<file path="config.mk">
export PLATFORM = sky130hd
export DESIGN_NAME = gfx_shader_group_queue_flat
export DESIGN_NICKNAME = d
export VERILOG_FILES = /design/src/rtl/gfx_shader_group_queue_pkg.sv /design/src/rtl/gfx_shader_group_queue_if.sv /design/src/rtl/gfx_shader_group_queue_ring.sv /design/src/rtl/gfx_shader_group_queue.sv /design/src/flat_wrapper.sv
export SDC_FILE = /design/constraint.sdc
export NUM_CORES = 1
export LEC_CHECK = 0
export ABC_CLOCK_PERIOD_IN_PS = 4300
export CAP_MARGIN = 25
export CORE_MARGIN = 2
export CORE_UTILIZATION = 60
export CTS_BUF_LIST = sky130_fd_sc_hd__clkbuf_2 sky130_fd_sc_hd__clkbuf_4 sky130_fd_sc_hd__clkbuf_8
export DETAILED_ROUTE_END_ITERATION = 10
export PLACE_DENSITY = 0.87
export REMOVE_ABC_BUFFERS = 1
export SLEW_MARGIN = 20
export SYNTH_ARGS = -nofsm -noshare
export SYNTH_HDL_FRONTEND = slang
export SYNTH_SLANG_ARGS = --single-unit
</file>
<file path="constraint.sdc">
create_clock -name clk -period 4.3 [get_ports clk]
set_clock_uncertainty 0.2 [all_clocks]
set_input_delay 0.645 -clock clk [delete_from_list [all_inputs] [get_ports clk]]
set_output_delay 0.645 -clock clk [all_outputs]
set_load 0.01 [all_outputs]
</file>
<file path="src/rtl/gfx_shader_group_queue_pkg.sv">
// Shared types for the shader group loop-back scheduler.
package gfx;
   localparam int SHADER_GROUPS = 16;
   localparam int GROUP_BITS    = $clog2(SHADER_GROUPS);

   typedef logic [GROUP_BITS-1:0]    group_id;
   typedef logic [SHADER_GROUPS-1:0] group_mask;
endpackage

</file>
<file path="src/rtl/gfx_shader_group_queue_if.sv">
// Writeback-loop input, fetch handshake and status bundle of the group queue.
interface gfx_shader_group_queue_if
   import gfx::*;
#(
   parameter int GROUPS     = SHADER_GROUPS,
   parameter int GROUP_BITS = $clog2(GROUPS)
);
   logic                  loop_valid;
   logic [GROUP_BITS-1:0] loop_group;
   logic                  flush;
   logic                  fetch_valid;
   logic [GROUP_BITS-1:0] fetch_group;
   logic                  fetch_ready;
   logic [GROUPS-1:0]     queued;
   logic [GROUP_BITS:0]   count;
   logic                  dup_err;

   modport master (
      output loop_valid, loop_group, flush, fetch_ready,
      input  fetch_valid, fetch_group, queued, count, dup_err
   );

   modport slave (
      input  loop_valid, loop_group, flush, fetch_ready,
      output fetch_valid, fetch_group, queued, count, dup_err
   );
endinterface

</file>
<file path="src/rtl/gfx_shader_group_queue_ring.sv">
// Plain ring of group IDs: two wrapping pointers and the entry array, nothing else.
module gfx_shader_group_ring
   import gfx::*;
#(
   parameter int GROUPS     = SHADER_GROUPS,
   parameter int GROUP_BITS = $clog2(GROUPS)
) (
   input  logic                  clk,
   input  logic                  rst,
   input  logic                  clear,
   input  logic                  push,
   input  logic                  pop,
   input  logic [GROUP_BITS-1:0] wdata,
   output logic [GROUP_BITS-1:0] rdata
);
   logic [GROUP_BITS-1:0] rd_ptr;
   logic [GROUP_BITS-1:0] wr_ptr;
   logic [GROUP_BITS-1:0] mem [GROUPS];

   // Depth is a power of two, so pointers wrap by plain overflow.
   always_ff @(posedge clk) begin
      if (rst || clear) begin
         rd_ptr <= '0;
         wr_ptr <= '0;
      end else begin
         if (push) wr_ptr <= wr_ptr + GROUP_BITS'(1);
         if (pop)  rd_ptr <= rd_ptr + GROUP_BITS'(1);
      end
   end

   always_ff @(posedge clk) begin
      if (push) mem[wr_ptr] <= wdata;
   end

   assign rdata = mem[rd_ptr];
endmodule

</file>
<file path="src/rtl/gfx_shader_group_queue.sv">
// Loop-back group scheduler: residency bitmap guarantees each group is queued once.
module gfx_shader_group_queue
   import gfx::*;
#(
   parameter int GROUPS     = SHADER_GROUPS,
   parameter int GROUP_BITS = $clog2(GROUPS)
) (
   input logic                     clk,
   input logic                     rst,
   gfx_shader_group_queue_if.slave bus
);
   logic [GROUPS-1:0]     queued_q, queued_d;
   logic [GROUPS-1:0]     pop_mask, push_mask;
   logic [GROUP_BITS:0]   count_q, count_d;
   logic                  dup_q;
   logic                  pop, push, resident, dup;
   logic [GROUP_BITS-1:0] head;

   gfx_shader_group_ring #(.GROUPS(GROUPS), .GROUP_BITS(GROUP_BITS)) u_ring (
      .clk   (clk),
      .rst   (rst),
      .clear (bus.flush),
      .push  (push),
      .pop   (pop & ~bus.flush),
      .wdata (bus.loop_group),
      .rdata (head)
   );

   // Residency is judged after this cycle's pop-clear, so the group leaving
   // the head may re-enter at the tail in the same cycle.
   always_comb begin
      pop       = (count_q != '0) & bus.fetch_ready;
      pop_mask  = '0;
      if (pop) pop_mask[head] = 1'b1;
      resident  = queued_q[bus.loop_group] & ~pop_mask[bus.loop_group];
      push      = bus.loop_valid & ~resident & ~bus.flush;
      dup       = bus.loop_valid &  resident & ~bus.flush;
      push_mask = '0;
      if (push) push_mask[bus.loop_group] = 1'b1;
      queued_d  = (queued_q & ~pop_mask) | push_mask;
      count_d   = count_q + {{GROUP_BITS{1'b0}}, push} - {{GROUP_BITS{1'b0}}, pop};
   end

   always_ff @(posedge clk) begin
      if (rst) begin
         queued_q <= '0;
         count_q  <= '0;
         dup_q    <= 1'b0;
      end else if (bus.flush) begin
         queued_q <= '0;
         count_q  <= '0;
      end else begin
         queued_q <= queued_d;
         count_q  <= count_d;
         if (dup) dup_q <= 1'b1;
      end
   end

   assign bus.fetch_valid = (count_q != '0);
   assign bus.fetch_group = head;
   assign bus.queued      = queued_q;
   assign bus.count       = count_q;
   assign bus.dup_err     = dup_q;
endmodule
</file>
<file path="src/flat_wrapper.sv">
// flat-port wrapper written by rule: the top's interface ports become plain ports
module gfx_shader_group_queue_flat import gfx::*;
#(
   parameter int GROUPS     = SHADER_GROUPS,
   parameter int GROUP_BITS = $clog2(GROUPS)
)
  (clk, rst, bus_loop_valid, bus_loop_group, bus_flush, bus_fetch_ready, bus_fetch_valid, bus_fetch_group, bus_queued, bus_count, bus_dup_err);
  gfx_shader_group_queue_if #(.GROUPS(GROUPS), .GROUP_BITS(GROUP_BITS)) bus_i ();
  input logic clk;
  input logic rst;
  input wire logic [$bits(bus_i.loop_valid)-1:0] bus_loop_valid;
  input wire logic [$bits(bus_i.loop_group)-1:0] bus_loop_group;
  input wire logic [$bits(bus_i.flush)-1:0] bus_flush;
  input wire logic [$bits(bus_i.fetch_ready)-1:0] bus_fetch_ready;
  output wire logic [$bits(bus_i.fetch_valid)-1:0] bus_fetch_valid;
  output wire logic [$bits(bus_i.fetch_group)-1:0] bus_fetch_group;
  output wire logic [$bits(bus_i.queued)-1:0] bus_queued;
  output wire logic [$bits(bus_i.count)-1:0] bus_count;
  output wire logic [$bits(bus_i.dup_err)-1:0] bus_dup_err;
  assign bus_i.loop_valid = bus_loop_valid;
  assign bus_i.loop_group = bus_loop_group;
  assign bus_i.flush = bus_flush;
  assign bus_i.fetch_ready = bus_fetch_ready;
  assign bus_fetch_valid = bus_i.fetch_valid;
  assign bus_fetch_group = bus_i.fetch_group;
  assign bus_queued = bus_i.queued;
  assign bus_count = bus_i.count;
  assign bus_dup_err = bus_i.dup_err;
  gfx_shader_group_queue #(.GROUPS(GROUPS), .GROUP_BITS(GROUP_BITS)) u_core (.clk(clk), .rst(rst), .bus(bus_i));
endmodule
</file>
After elaboration in Yosys (flattened, before gate mapping)
Memories as Yosys holds them, arrays and structs flattened. A register that Yosys moved wholly into a read port is not among the register bits.
Index checks and enable logic that the tools add are counted.

storage, ports and cells
  flip-flop bits (word level) = 30
  memory bits (writable) = 64
  input bits = 9
  output and inout bits = 27
  memories kept = 1

operators by class
  add/subtract/negate cells = 4
  order comparisons = 4
  muxes and demuxes = 14
  bitwise logic cells = 13
  reduce and logical (&&, ||, !) cells = 6

memories
  name               depth  width  rd ports  clocked after Yosys merged registers in  write ports  RTL line                           source
  u_core.u_ring.mem  16     4      1         1                                        1            gfx_shader_group_queue_ring.sv:18  logic [GROUP_BITS-1:0] mem [GROUPS];

operator list
  operator                                                                             count
  16-bit two-way mux                                                                   2
  16-bit bitwise AND                                                                   1
  16-bit inverter                                                                      1
  16-bit OR                                                                            1
  4-bit by 5-bit < comparator with 1-bit output, second input constant                 2
  4-bit by 1-bit adder with 4-bit output, second input constant                        2
  1-bit binary-select mux with 4-bit select                                            2
  1-bit demux with 4-bit select                                                        2
  4-bit by 1-bit greater-or-equal comparator with 1-bit output, second input constant  2
  4-bit two-way mux                                                                    2
  1-bit bitwise AND                                                                    7
  1-bit two-way mux                                                                    6
  5-bit by 1-bit adder with 5-bit output                                               1
  5-bit nonzero test                                                                   1
  5-bit by 1-bit subtractor with 5-bit output                                          1
  1-bit inverter                                                                       3
  1-bit logical AND                                                                    2
  2-bit AND reduction                                                                  1
  2-bit OR reduction                                                                   1
  1-bit logical OR                                                                     1

Longest topological paths before layout
Gate-level depths: netlist (run 1).

  word-level depth = 14
  gate-level depth with buffers = 16

Cells and area by module
A second synthesis (run 1) with hierarchy kept.

second synthesis, totals
  cell total of the unflattened synthesis = 365
  area, all modules = 4793.3 um^2

by module, submodules not included
  module                  times used  cells an instance  area an instance (um^2)  seq. area each (um^2)
  gfx_shader_group_ring   1           168                3055.4                   2162.1
  gfx_shader_group_queue  1           197                1737.9                   440.4

Worst setup path after synthesis (run 1)
No wires, ideal clock.

  path kind = reg2reg
  start = reg with a tool-made name
  end = reg u_core.count_q[4], in the netlist u_core.bus.count[4]
  arrival time = 3619 ps
  setup slack = 412 ps
  stages on the path, launching flop included = 16
  path buffers = 2
  clock period less this slack = 3888 ps
  path through = dfxtp_1 buf_6 mux4_2 mux4_2 xnor2_2 nand2_1 o41ai_2 nand2_1 inv_1 buf_4 ha_1 fa_1 a21oi_1 nor2_1 or3_1 a21oi_1

RTL lines
  element               RTL line                      source
  to (signal assigned)  gfx_shader_group_queue.sv:54  count_q <= count_d;
  to (decl)             gfx_shader_group_queue.sv:14  logic [GROUP_BITS:0] count_q, count_d;

==> results.txt, run 1 <==
----------------------------------------------------
[Final layout]
  # nets final ... 375
  Cell Count, Final, Fillers Out ... 458
  Final core utilization ... 70.6%
  Final instance area ... 0.00507 mm²
  Number of inserted diodes ... 0
  Fraction of final layout cells sized beyond drive strength 1 ... 13.1%
  Layout overhead on the synthesized area ... 14.8%

[Global routing]
  Global-route wire length before repair ... 15.2 mm
  Grt total ovfl ... 0
  Initial antenna violation count ... 0
  Number of global-route vias before repair ... 2,882
  GR Util All Layers ... 25.0%
  Pin count of the biggest net entering global routing ... 23

[Timing]
  Final Worst Setup Slack ... 0.251 ns
  Clock period minus final worst setup slack ... 4.05 ns
  Post-route worst hold slack ... 0.286 ns
  Setup Viol. Count Final ... 0
  Slew at the pin closest to its max-slew limit ... 0.802 ns
  Final-report max-slew violation count ... 0
  Setup TNS after final layout ... 0 ns
  Post-route fraction of the period consumed by the critical path ... 94.2%
  Final hold violation count ... 0
  Setup repair after global routing missed its margin ... no
  Relative max-transition margin ... 46.5%
  Max Clk Rate ... 247 MHz

[Clocking]
  Clock Root Buffer ... clkbuf_8
  Clock latency on the worst-skew pair ... 0.36 ns
  Post-CTS resize count ... 0
  Clock sink count ... 98
  Max Buffers Root-to-Sink ... 2
  Number of clock buffers inserted by TritonCTS ... 9
  H-tree lvl count ... 3
  Post-CTS Setup Inserts ... 0
  Reg clk slew, reported paths ... 0.09 ns
  CTS tree ... done
  Cts-stage hold buffer count ... 0

[Die]
  Effective utilization at floorplan ... 61.5%
  Row Count ... 31
  Count of pins on the block boundary ... 36
  Chip Width ... 89.8 µm
  DIE HEIGHT ... 89.8 µm
  Core ar. ... 0.00718 mm²
  Floorplan die area ... 0.00806 mm²

[Worst setup path]
  Cell type of the slowest stage on the worst timing path ... mux4_1
  Critical-path cell list ... mux4_1 -> mux4_2 -> xnor2_2 -> nand2_1 -> o41ai_2 -> nand2_1 -> inv_1 -> ha_1 -> fa_1 -> a21oi_1 -> nor2_1 -> or3_1 -> a21oi_1
  Category of the most critical setup path ... reg2reg
  Worst Path Max Fanout ... 7
  CP bufs+invs ... 1
  Element type at the critical path end ... flop
  WP data arrival ... 4.14 ns
  Slowest cell delay on critical path ... 0.67 ns
  Launching element type of the critical path ... flop
  Worst Path Required ... 4.39 ns
  Critical path's top delay family ... multiplexers

[Logic synthesis]
  Number of distinct library cells after synthesis ... 41
  Synthesized-area fraction occupied by adder cells ... 3.57%
  Part of the Yosys area used for sequential elements ... 59.0%
  FF+latch count, synth ... 98
  Mean area per synthesized cell ... 14.3 µm²
  Asr flop ratio synth ... 0%
  Mux share of post-synthesis cell area ... 12.7%
  Synthesized area ... 0.00441 mm²
  Area share of xor/xnor cells in the synthesized design ... 2.15%
  YS warnings ... 0
  Top FF cell, synth ... edfxtp_1
  Combinational family with the most area after synthesis ... multiplexers
  Compound-Gate Fraction of Synth Area ... 8.39%
  Count of flip-flops with a built-in enable after synthesis ... 64
  Cells after Synth ... 309
  Share of synthesized cell area in and, or, nand and nor gates ... 10.1%

[Placed design]
  Detailed placement HPWL ... 6.91 mm
  Cell area reported after detailed placement ... 0.00484 mm²
  Placed insts ... 442
  Final Wtd Congestion ... 0.901
  IO buf count ... 35
  Worst slack, placed ... 0.301 ns

[Power and ir drop]
  Power Density ... 423 mW/mm²
  Tot Pwr ... 2.14 mW
  Worst IR drop on VDD ... 0.376 mV
  Leakage power total ... 1.74 nW

[Detailed routing]
  Antenna violation net count after detailed routing ... 0
  Vias post-DR ... 2,790
  Number of DRC markers in iteration 0 ... 215
  Wire length per cell after detailed routing ... 20.9 µm
  Aggregate routed wire length ... 9.59 mm
  First-pass iteration count of the detailed router ... 5
  Vias/cell ... 6.09
  # DRC ... 0

[Status]
  Status ... finished clean

[Job]
  # Max-Cap Violations ... 0

[Min path]
  Class of the worst hold path ... reg2reg
  Hold Path Origin ... u_core.bus.dup_err

----------------------------------------------------
==> cell usage after synthesis (2+ instances only) <==
cell type  number  area, µm²
a21oi_1         9       45.0
a22oi_1         2       15.0
and2_1          3       18.8
and3_1         16        100
buf_6           3       33.8
clkbuf_1        3       11.3
clkbuf_8        6       82.6
dfxtp_1        34        681
edfxtp_1       64       1920
ha_1           11        138
inv_1          12       45.0
mux2i_1         3       30.0
mux4_1          8        210
mux4_2         12        270
mux4_4          2       50.1
nand2_1        17       63.8
nand2b_1        7       43.8
nand3_1         8       40.0
nand4_1         2       12.5
nor2_1         15       56.3
nor2b_1         5       31.3
o211ai_1       20        150
o21ai_0        13       65.1
o31ai_1         8       60.1
or3_1           2       12.5
or4_1           2       15.0
xnor2_1         3       26.3
xor2_1          6       52.6
==> final cells by class <==
| class | count | area (µm²) |
|---|---|---|
| flip-flops and latches | 98 | 2600 |
| fillers | 496 | 2110 |
| multi-input cells | 186 | 1630 |
| repair buffers | 47 | 440 |
| clock buffers | 10 | 131 |
| well taps | 99 | 124 |
| clock inverters | 6 | 91.3 |
| inverters | 12 | 45.0 |
==> kinds of logic after synthesis <==
| family | count (synthesis) |
|---|---|
| multiplexers | 25 |
| XOR/XNOR | 10 |
| AND/OR/NAND/NOR | 84 |
| adder cells (fa/ha/maj) | 12 |
| flip-flops | 98 |
| buffers and inverters | 25 |
| AO/OA/AOI/OAI | 55 |
==> path summary, 6_finish.rpt <==
kind                                            end  slack [ns]  cells after the start
worst max-delay path            u_core.bus.count[4]        0.25                     13
worst min register to register   u_core.bus.dup_err        0.29                      2
worst min-delay path             u_core.bus.dup_err        0.29                      2
worst max register to register  u_core.bus.count[4]        0.25                     13
==> state kept, by name, indices dropped and copies added (netlist names), named ones only <==
register,flops
u_core.bus.count,5
u_core.bus.dup_err,1
u_core.bus.queued,16
u_core.u_ring.mem,64
u_core.u_ring.rd_ptr,4
u_core.u_ring.wr_ptr,4
==> cell usage in the layout (no fill, tap or decap), drive strengths merged, types with 3 or more instances in the layout <==
cell type / synthesis / layout
edfxtp: 64 / 64
clkdlybuf4s50: 0 / 35
dfxtp: 34 / 34
mux4: 22 / 22
o211ai: 20 / 20
nand2: 17 / 17
and3: 16 / 16
nor2: 15 / 15
o21ai: 13 / 13
inv: 12 / 13
buf: 4 / 12
ha: 11 / 11
clkbuf: 9 / 10
a21oi: 9 / 9
nand3: 8 / 8
o31ai: 8 / 8
nand2b: 7 / 7
xor2: 6 / 6
nor2b: 5 / 5
and2: 4 / 4
xnor2: 4 / 4
mux2i: 3 / 3
==> worst register-to-register path, stage by stage (launching register included) <==
cell and delay, ns:
dfxtp_1 0.58, mux4_1 0.67, mux4_2 0.60, xnor2_2 0.17
nand2_1 0.11, o41ai_2 0.11, nand2_1 0.12, inv_1 0.07
ha_1 0.23, fa_1 0.40, a21oi_1 0.17, nor2_1 0.06
or3_1 0.34, a21oi_1 0.14
==> power by group <==
part | total, mW | internal (mW) | leakage [nW] | switching, mW
sequential | 1.04 | 1.02 | 0.851 | 0.0197
combinational | 0.444 | 0.209 | 0.777 | 0.236
clock | 0.654 | 0.337 | 0.109 | 0.317
==> routing by layer <==
layer / global-route usage [%] / share of wire [%]
met2: 42.6 / 50
met1: 32.4 / 42
met4: 9.36 / 2.0
met3: 4.61 / 5.6
met5: 0 / 0
Power figures use the tool's default switching activity.
==> run 2, diff against run 1 <==
Settings changed: CORE_UTILIZATION 60 to 45, PLACE_DENSITY 0.87 to 0.71.
==> results.txt, run 2 (same netlist as run 1, synthesis figures left out) <==
----------------------------------------------------
[Clocking]
  Clock Root Buffer ... clkbuf_8 (unchanged)
  H-tree lvl count ... 3 (unchanged)
  Max Buffers Root-to-Sink ... 2 (unchanged)
  Reg clk slew, reported paths ... 0.09 ns (about the same)
  Cts-stage hold buffer count ... 0 (unchanged)
  Number of clock buffers inserted by TritonCTS ... 9 (unchanged)
  Post-CTS Setup Inserts ... 0 (unchanged)
  CTS tree ... done (unchanged)
  Post-CTS resize count ... 0 (unchanged)
  Clock sink count ... 98 (unchanged)
  Clock latency on the worst-skew pair ... 0.35 ns (was 0.36 ns)

[Timing]
  Slew at the pin closest to its max-slew limit ... 0.771 ns (was 0.802 ns)
  Relative max-transition margin ... 48.6% (was 46.5%)
  Setup TNS after final layout ... 0 ns (unchanged)
  Post-route fraction of the period consumed by the critical path ... 92.2% (was 94.2%)
  Max Clk Rate ... 252 MHz (was 247 MHz)
  Final-report max-slew violation count ... 0 (unchanged)
  Final Worst Setup Slack ... 0.337 ns (was 0.251 ns)
  Final hold violation count ... 0 (unchanged)
  Setup Viol. Count Final ... 0 (unchanged)
  Post-route worst hold slack ... 0.285 ns (was 0.286 ns)
  Setup repair after global routing missed its margin ... no (unchanged)
  Clock period minus final worst setup slack ... 3.96 ns (was 4.05 ns)

[Job]
  # Max-Cap Violations ... 0 (unchanged)

[Final layout]
  Cell Count, Final, Fillers Out ... 494 (was 458)
  Flip-flop count of the largest register, all copies and words added ... 64 (unchanged)
  Fraction of final layout cells sized beyond drive strength 1 ... 13.9% (was 13.1%)
  Final instance area ... 0.00510 mm² (was 0.00507 mm²)
  Leading cell type in the layout, fill and taps excluded ... edfxtp_1 (unchanged)
  # nets final ... 378 (was 375)
  Number of inserted diodes ... 0 (unchanged)
  Layout overhead on the synthesized area ... 15.5% (was 14.8%)
  Largest register by flop count ... u_core.u_ring.mem (unchanged)
  Final core utilization ... 52.9% (was 70.6%)
  Most frequent cells in the layout ... edfxtp_1, clkdlybuf4s50_1, dfxtp_1 (unchanged)

[Min path]
  Hold Path Origin ... u_core.bus.dup_err (unchanged)
  Class of the worst hold path ... reg2reg (unchanged)

[Die]
  Count of pins on the block boundary ... 36 (unchanged)
  DIE HEIGHT ... 103 µm (was 89.8 µm)
  Floorplan die area ... 0.0106 mm² (was 0.00806 mm²)
  Chip Width ... 103 µm (was 89.8 µm)
  Core ar. ... 0.00964 mm² (was 0.00718 mm²)
  Row Count ... 36 (was 31)
  Effective utilization at floorplan ... 45.8% (was 61.5%)

[Worst setup path]
  Category of the most critical setup path ... reg2reg (unchanged)
  Critical-path cell list ... mux4_1 -> mux4_2 -> xnor2_2 -> nand2_1 -> o41ai_2 -> nand2_1 -> inv_1 -> ha_1 -> fa_1 -> a21oi_1 -> nor2_1 -> or3_1 -> a21oi_1 (unchanged)
  Number of cells on the worst reg-to-reg path ... 13 (unchanged)
  Element type at the critical path end ... flop (unchanged)
  End point of the critical path ... u_core.bus.count[4] (unchanged)
  WP data arrival ... 4.04 ns (was 4.14 ns)
  End of the worst register-to-register path ... u_core.bus.count[4] (unchanged)
  Launching element type of the critical path ... flop (unchanged)
  Worst reg-to-reg setup slack ... 0.34 ns (was 0.25 ns)
  Cell type of the slowest stage on the worst timing path ... mux4_1 (unchanged)
  Slowest cell delay on critical path ... 0.66 ns (was 0.67 ns)
  Worst Path Max Fanout ... 6 (was 7)
  Worst Path Required ... 4.38 ns (was 4.39 ns)

[Detailed routing]
  Antenna violation net count after detailed routing ... 0 (unchanged)
  First-pass iteration count of the detailed router ... 5 (unchanged)
  Number of DRC markers in iteration 0 ... 243 (was 215)
  # DRC ... 0 (unchanged)
  Vias/cell ... 5.66 (was 6.09)
  Wire length per cell after detailed routing ... 19.1 µm (was 20.9 µm)
  Aggregate routed wire length ... 9.46 mm (was 9.59 mm)
  Vias post-DR ... 2,795 (was 2,790)

[Status]
  Status ... finished clean (unchanged)

[Placed design]
  Cell area reported after detailed placement ... 0.00491 mm² (was 0.00484 mm²)
  IO buf count ... 35 (unchanged)
  Worst slack, placed ... 0.269 ns (was 0.301 ns)
  Placed insts ... 479 (was 442)
  Detailed placement HPWL ... 6.76 mm (was 6.91 mm)
  Final Wtd Congestion ... 0.877 (was 0.901)

[Global routing]
  Initial antenna violation count ... 0 (unchanged)
  Pin count of the biggest net entering global routing ... 25 (was 23)
  Grt total ovfl ... 0 (unchanged)
  Number of global-route vias before repair ... 2,741 (was 2,882)
  GR Util All Layers ... 19.2% (was 25.0%)
  Global-route wire length before repair ... 15.0 mm (was 15.2 mm)

[Power and ir drop]
  Leakage power total ... 1.74 nW (about the same)
  Tot Pwr ... 2.06 mW (was 2.14 mW)
  Worst IR drop on VDD ... 0.463 mV (was 0.376 mV)
  Power Density ... 405 mW/mm² (was 423 mW/mm²)

----------------------------------------------------
## run 2: final cells by class
| cell class | instances | area (µm²) |
|---|---|---|
| multi-input cells | 186 | 1630 |
| clock inverters | 6 | 65.1 |
| well taps | 133 | 166 |
| clock buffers | 9 | 124 |
| fillers | 852 | 4540 |
| flip-flops and latches | 98 | 2600 |
| repair buffers | 50 | 463 |
| inverters | 12 | 45.0 |
## run 2: how the worst min path moves through the flow
| stage | to | slack, ns | cells past startpoint |
|---|---|---|---|
| finish | u_core.bus.dup_err | 0.28 | 2 |
| CTS | u_core.bus.dup_err | 0.29 | 2 |
| global route | u_core.bus.dup_err | 0.35 | 2 |
| detailed placement | u_core.bus.dup_err | 0.27 | 2 |
| floorplan | flop | 0.27 | 2 |
| global placement | u_core.bus.dup_err | 0.26 | 2 |
## run 2: worst max-delay path, delay by kind of cell, from the launching register on
kind	cells	cell delay, ns
multiplexers	2	1.23
AO/OA/AOI/OAI	3	0.40
buffers and inverters	1	0.08
XOR/XNOR	1	0.16
adder cells (fa/ha/maj)	2	0.63
AND/OR/NAND/NOR	4	0.61
flip-flops	1	0.59
## run 2: layer usage
metal	vias up	global-route usage, %	share of wire, %
met2	126	32.1	50
met3	6	3.93	7.4
met4	0	3.24	0.54
met1	1379	26.8	42
li1	1284	-	-
met5	-	0	0
## run 2: power breakdown
group,switching (mW),internal (mW),total [mW]
Clock,0.312,0.268,0.580
Sequential,0.0248,1.02,1.05
Combinational,0.225,0.211,0.435
==> run 3, diff against run 2 <==
Settings changed: ABC_CLOCK_PERIOD_IN_PS 4300 to 3700, CTS_CLUSTER_DIAMETER set to 80.
Clock period 4.3 ns to 3.7 ns, I/O delays scaled along.
==> results.txt, run 3 (same netlist as run 1, synthesis figures left out) <==
----------------------------------------------------
[Final layout]
  Leading cell type in the layout, fill and taps excluded ... edfxtp_1 (unchanged)
  Flip-flop count of the largest register, all copies and words added ... 64 (unchanged)
  # nets final ... 396 (was 378)
  Filler Cells Inserted ... 830 (was 852)
  Final instance area ... 0.00530 mm² (was 0.00510 mm²)
  Number of inserted diodes ... 0 (unchanged)
  Fraction of final layout cells sized beyond drive strength 1 ... 21.1% (was 13.9%)
  Largest register by flop count ... u_core.u_ring.mem (unchanged)
  Most frequent cells in the layout ... edfxtp_1, clkdlybuf4s50_1, dfxtp_1 (unchanged)
  Layout overhead on the synthesized area ... 20.1% (was 15.5%)
  Cell Count, Final, Fillers Out ... 513 (was 494)

[Global routing]
  GR Util All Layers ... 19.7% (was 19.2%)
  Pin count of the biggest net entering global routing ... 20 (was 25)
  Grt total ovfl ... 0 (unchanged)
  Global-route wire length before repair ... 15.3 mm (was 15.0 mm)
  Number of global-route vias before repair ... 2,874 (was 2,741)
  Initial antenna violation count ... 0 (unchanged)

[Worst setup path]
  Critical path's top delay family ... multiplexers (unchanged)
  Cell type of the slowest stage on the worst timing path ... mux4_2 (was mux4_1)
  Depth of the critical timing path with buffers and inverters included ... 14 (was 13)
  Worst Path Required ... 3.79 ns (was 4.38 ns)
  End of the worst register-to-register path ... u_core.bus.count[4] (unchanged)
  Element type at the critical path end ... flop (unchanged)
  Slowest cell delay on critical path ... 0.55 ns (was 0.66 ns)
  End point of the critical path ... u_core.bus.count[4] (unchanged)
  CP bufs+invs ... 2 (was 1)
  Launching element type of the critical path ... flop (unchanged)
  WP data arrival ... 3.65 ns (was 4.04 ns)
  Critical-path cell list ... buf_12 -> mux4_2 -> mux4_2 -> xnor2_2 -> nand2_1 -> o41ai_2 -> nand2_1 -> inv_1 -> ha_1 -> fa_2 -> a21oi_2 -> nor2_1 -> or3_1 -> a21oi_1 (was mux4_1 -> mux4_2 -> xnor2_2 -> nand2_1 -> o41ai_2 -> nand2_1 -> inv_1 -> ha_1 -> fa_1 -> a21oi_1 -> nor2_1 -> or3_1 -> a21oi_1)
  Number of cells on the worst reg-to-reg path ... 14 (was 13)
  Worst reg-to-reg setup slack ... 0.14 ns (was 0.34 ns)
  Worst Path Max Fanout ... 5 (was 6)
  Category of the most critical setup path ... reg2reg (unchanged)

[Timing]
  Max Clk Rate ... 281 MHz (was 252 MHz)
  Clock period minus final worst setup slack ... 3.56 ns (was 3.96 ns)
  Final hold violation count ... 0 (unchanged)
  Setup TNS after final layout ... 0 ns (unchanged)
  Setup repair after global routing missed its margin ... no (unchanged)
  Setup Viol. Count Final ... 0 (unchanged)
  Post-route fraction of the period consumed by the critical path ... 96.3% (was 92.2%)
  Final Worst Setup Slack ... 0.137 ns (was 0.337 ns)
  Final-report max-slew violation count ... 0 (unchanged)
  Relative max-transition margin ... 46.7% (was 48.6%)
  Slew at the pin closest to its max-slew limit ... 0.800 ns (was 0.771 ns)

[Clocking]
  Max Buffers Root-to-Sink ... 2 (unchanged)
  Cts-stage hold buffer count ... 0 (unchanged)
  H-tree lvl count ... 3 (unchanged)
  Clock latency on the worst-skew pair ... 0.36 ns (was 0.35 ns)
  CTS tree ... done (unchanged)
  Number of clock buffers inserted by TritonCTS ... 9 (unchanged)
  Clock sink count ... 98 (unchanged)
  Reg clk slew, reported paths ... 0.09 ns (about the same)
  Clock Root Buffer ... clkbuf_8 (unchanged)

[Detailed routing]
  First-pass iteration count of the detailed router ... 5 (unchanged)
  Vias post-DR ... 2,846 (was 2,795)
  Wire length on met3 ... 560 µm (was 696 µm)
  Aggregate routed wire length ... 9.64 mm (was 9.46 mm)
  # DRC ... 0 (unchanged)
  Met1 wire length ... 4.31 mm (was 3.94 mm)
  Vias/cell ... 5.55 (was 5.66)
  Number of DRC markers in iteration 0 ... 190 (was 243)
  Wire length per cell after detailed routing ... 18.8 µm (was 19.1 µm)
  Highest metal layer used by the detailed router ... met4 (unchanged)
  Routed wire length on met2 ... 4.67 mm (was 4.77 mm)
  Antenna violation net count after detailed routing ... 0 (unchanged)

[Power and ir drop]
  Tot Pwr ... 2.49 mW (was 2.06 mW)
  Worst IR drop on VDD ... 0.560 mV (was 0.463 mV)
  Leakage power total ... 1.85 nW (was 1.74 nW)
  Power Density ... 470 mW/mm² (was 405 mW/mm²)

[Status]
  Status ... finished clean (unchanged)

[Placed design]
  Worst slack, placed ... -0.153 ns (was 0.269 ns)
  Cell area reported after detailed placement ... 0.00507 mm² (was 0.00491 mm²)
  Final Wtd Congestion ... 0.921 (was 0.877)
  IO buf count ... 35 (unchanged)
  Detailed placement HPWL ... 7.07 mm (was 6.76 mm)
  Placed insts ... 495 (was 479)

[Die]
  Row Count ... 36 (unchanged)
  Count of pins on the block boundary ... 36 (unchanged)
  DIE HEIGHT ... 103 µm (unchanged)
  Chip Width ... 103 µm (unchanged)
  Effective utilization at floorplan ... 45.8% (unchanged)
  Core ar. ... 0.00964 mm² (unchanged)
  Floorplan die area ... 0.0106 mm² (unchanged)

[Min path]
  Class of the worst hold path ... reg2reg (unchanged)

[Job]
  # Max-Cap Violations ... 0 (unchanged)

----------------------------------------------------
==> run 3: cell types whose count changed in the layout (fill, tap and decap cells not counted), moves of 3 or more <==
cell	before	now
mux4_2	12	15
buf_12	0	3
inv_4	0	3
buf_4	15	30
mux4_1	8	5
==> run 3: cell type report <==
cell class / count / area, µm² / share of cell area [%]
Sequential cell: 98 / 2610 / 49.1
Multi-Input combinational cell: 186 / 1650 / 31.1
Timing Repair Buffer: 68 / 636 / 12.0
Tap cell: 133 / 166 / 3.14
Clock buffer: 12 / 153 / 2.88
Clock inverter: 4 / 48.8 / 0.920
Inverter: 12 / 45.0 / 0.849
==> run 3: how the worst min path moves through the flow <==
stage	from	end	slack [ns]	cells past startpoint
final	u_core.bus.dup_err	u_core.bus.dup_err	0.28	2
after global routing	u_core.u_ring.rd_ptr[1]	flop	0.34	2
after CTS	u_core.bus.dup_err	u_core.bus.dup_err	0.29	2
after detailed placement	u_core.bus.dup_err	u_core.bus.dup_err	0.27	2
after global placement	u_core.bus.dup_err	u_core.bus.dup_err	0.26	2
after floorplan	u_core.u_ring.rd_ptr[1]	flop	0.27	2
==> run 3: worst min-delay path, delay by kind of cell, from the launching register on <==
| family | cells | cell delay, ns |
|---|---|---|
| flip-flops | 1 | 0.34 |
| AND/OR/NAND/NOR | 1 | 0.07 |
| AO/OA/AOI/OAI | 1 | 0.04 |
==> run 3: repair_timing <==
| item | CTS | global route |
|---|---|---|
| pin swaps | 1 | 2 |
| buffers inserted | 1 | 1 |
| setup endpoints to repair | 1 | 1 |
| gates resized for setup | 3 | 8 |
| hold endpoints to repair | 0 | 0 |
==> run 3: per-layer routing <==
metal / global-route usage, % / up-vias
met4: 4.96 / 0
met1: 26.9 / 1418
li1: - / 1321
met2: 32.6 / 98
met3: 4.14 / 9
met5: 0 / -
==> run 3: where the power goes <==
| group | switching [mW] | internal (mW) | total [mW] | leakage [nW] |
|---|---|---|---|---|
| logic | 0.287 | 0.282 | 0.569 | 0.889 |
| registers | 0.0227 | 1.19 | 1.21 | 0.852 |
| clock network | 0.365 | 0.348 | 0.714 | 0.109 |
==> run 3: metrics by stage <==
step / util (%) / hold WS, ns
final: 55.0 / 0.284
after global routing: 55.0 / 0.345
after CTS: 54.8 / 0.292
after detailed placement: 52.6 / 0.267
after global placement: 52.6 / 0.260
after floorplan: - / 0.268
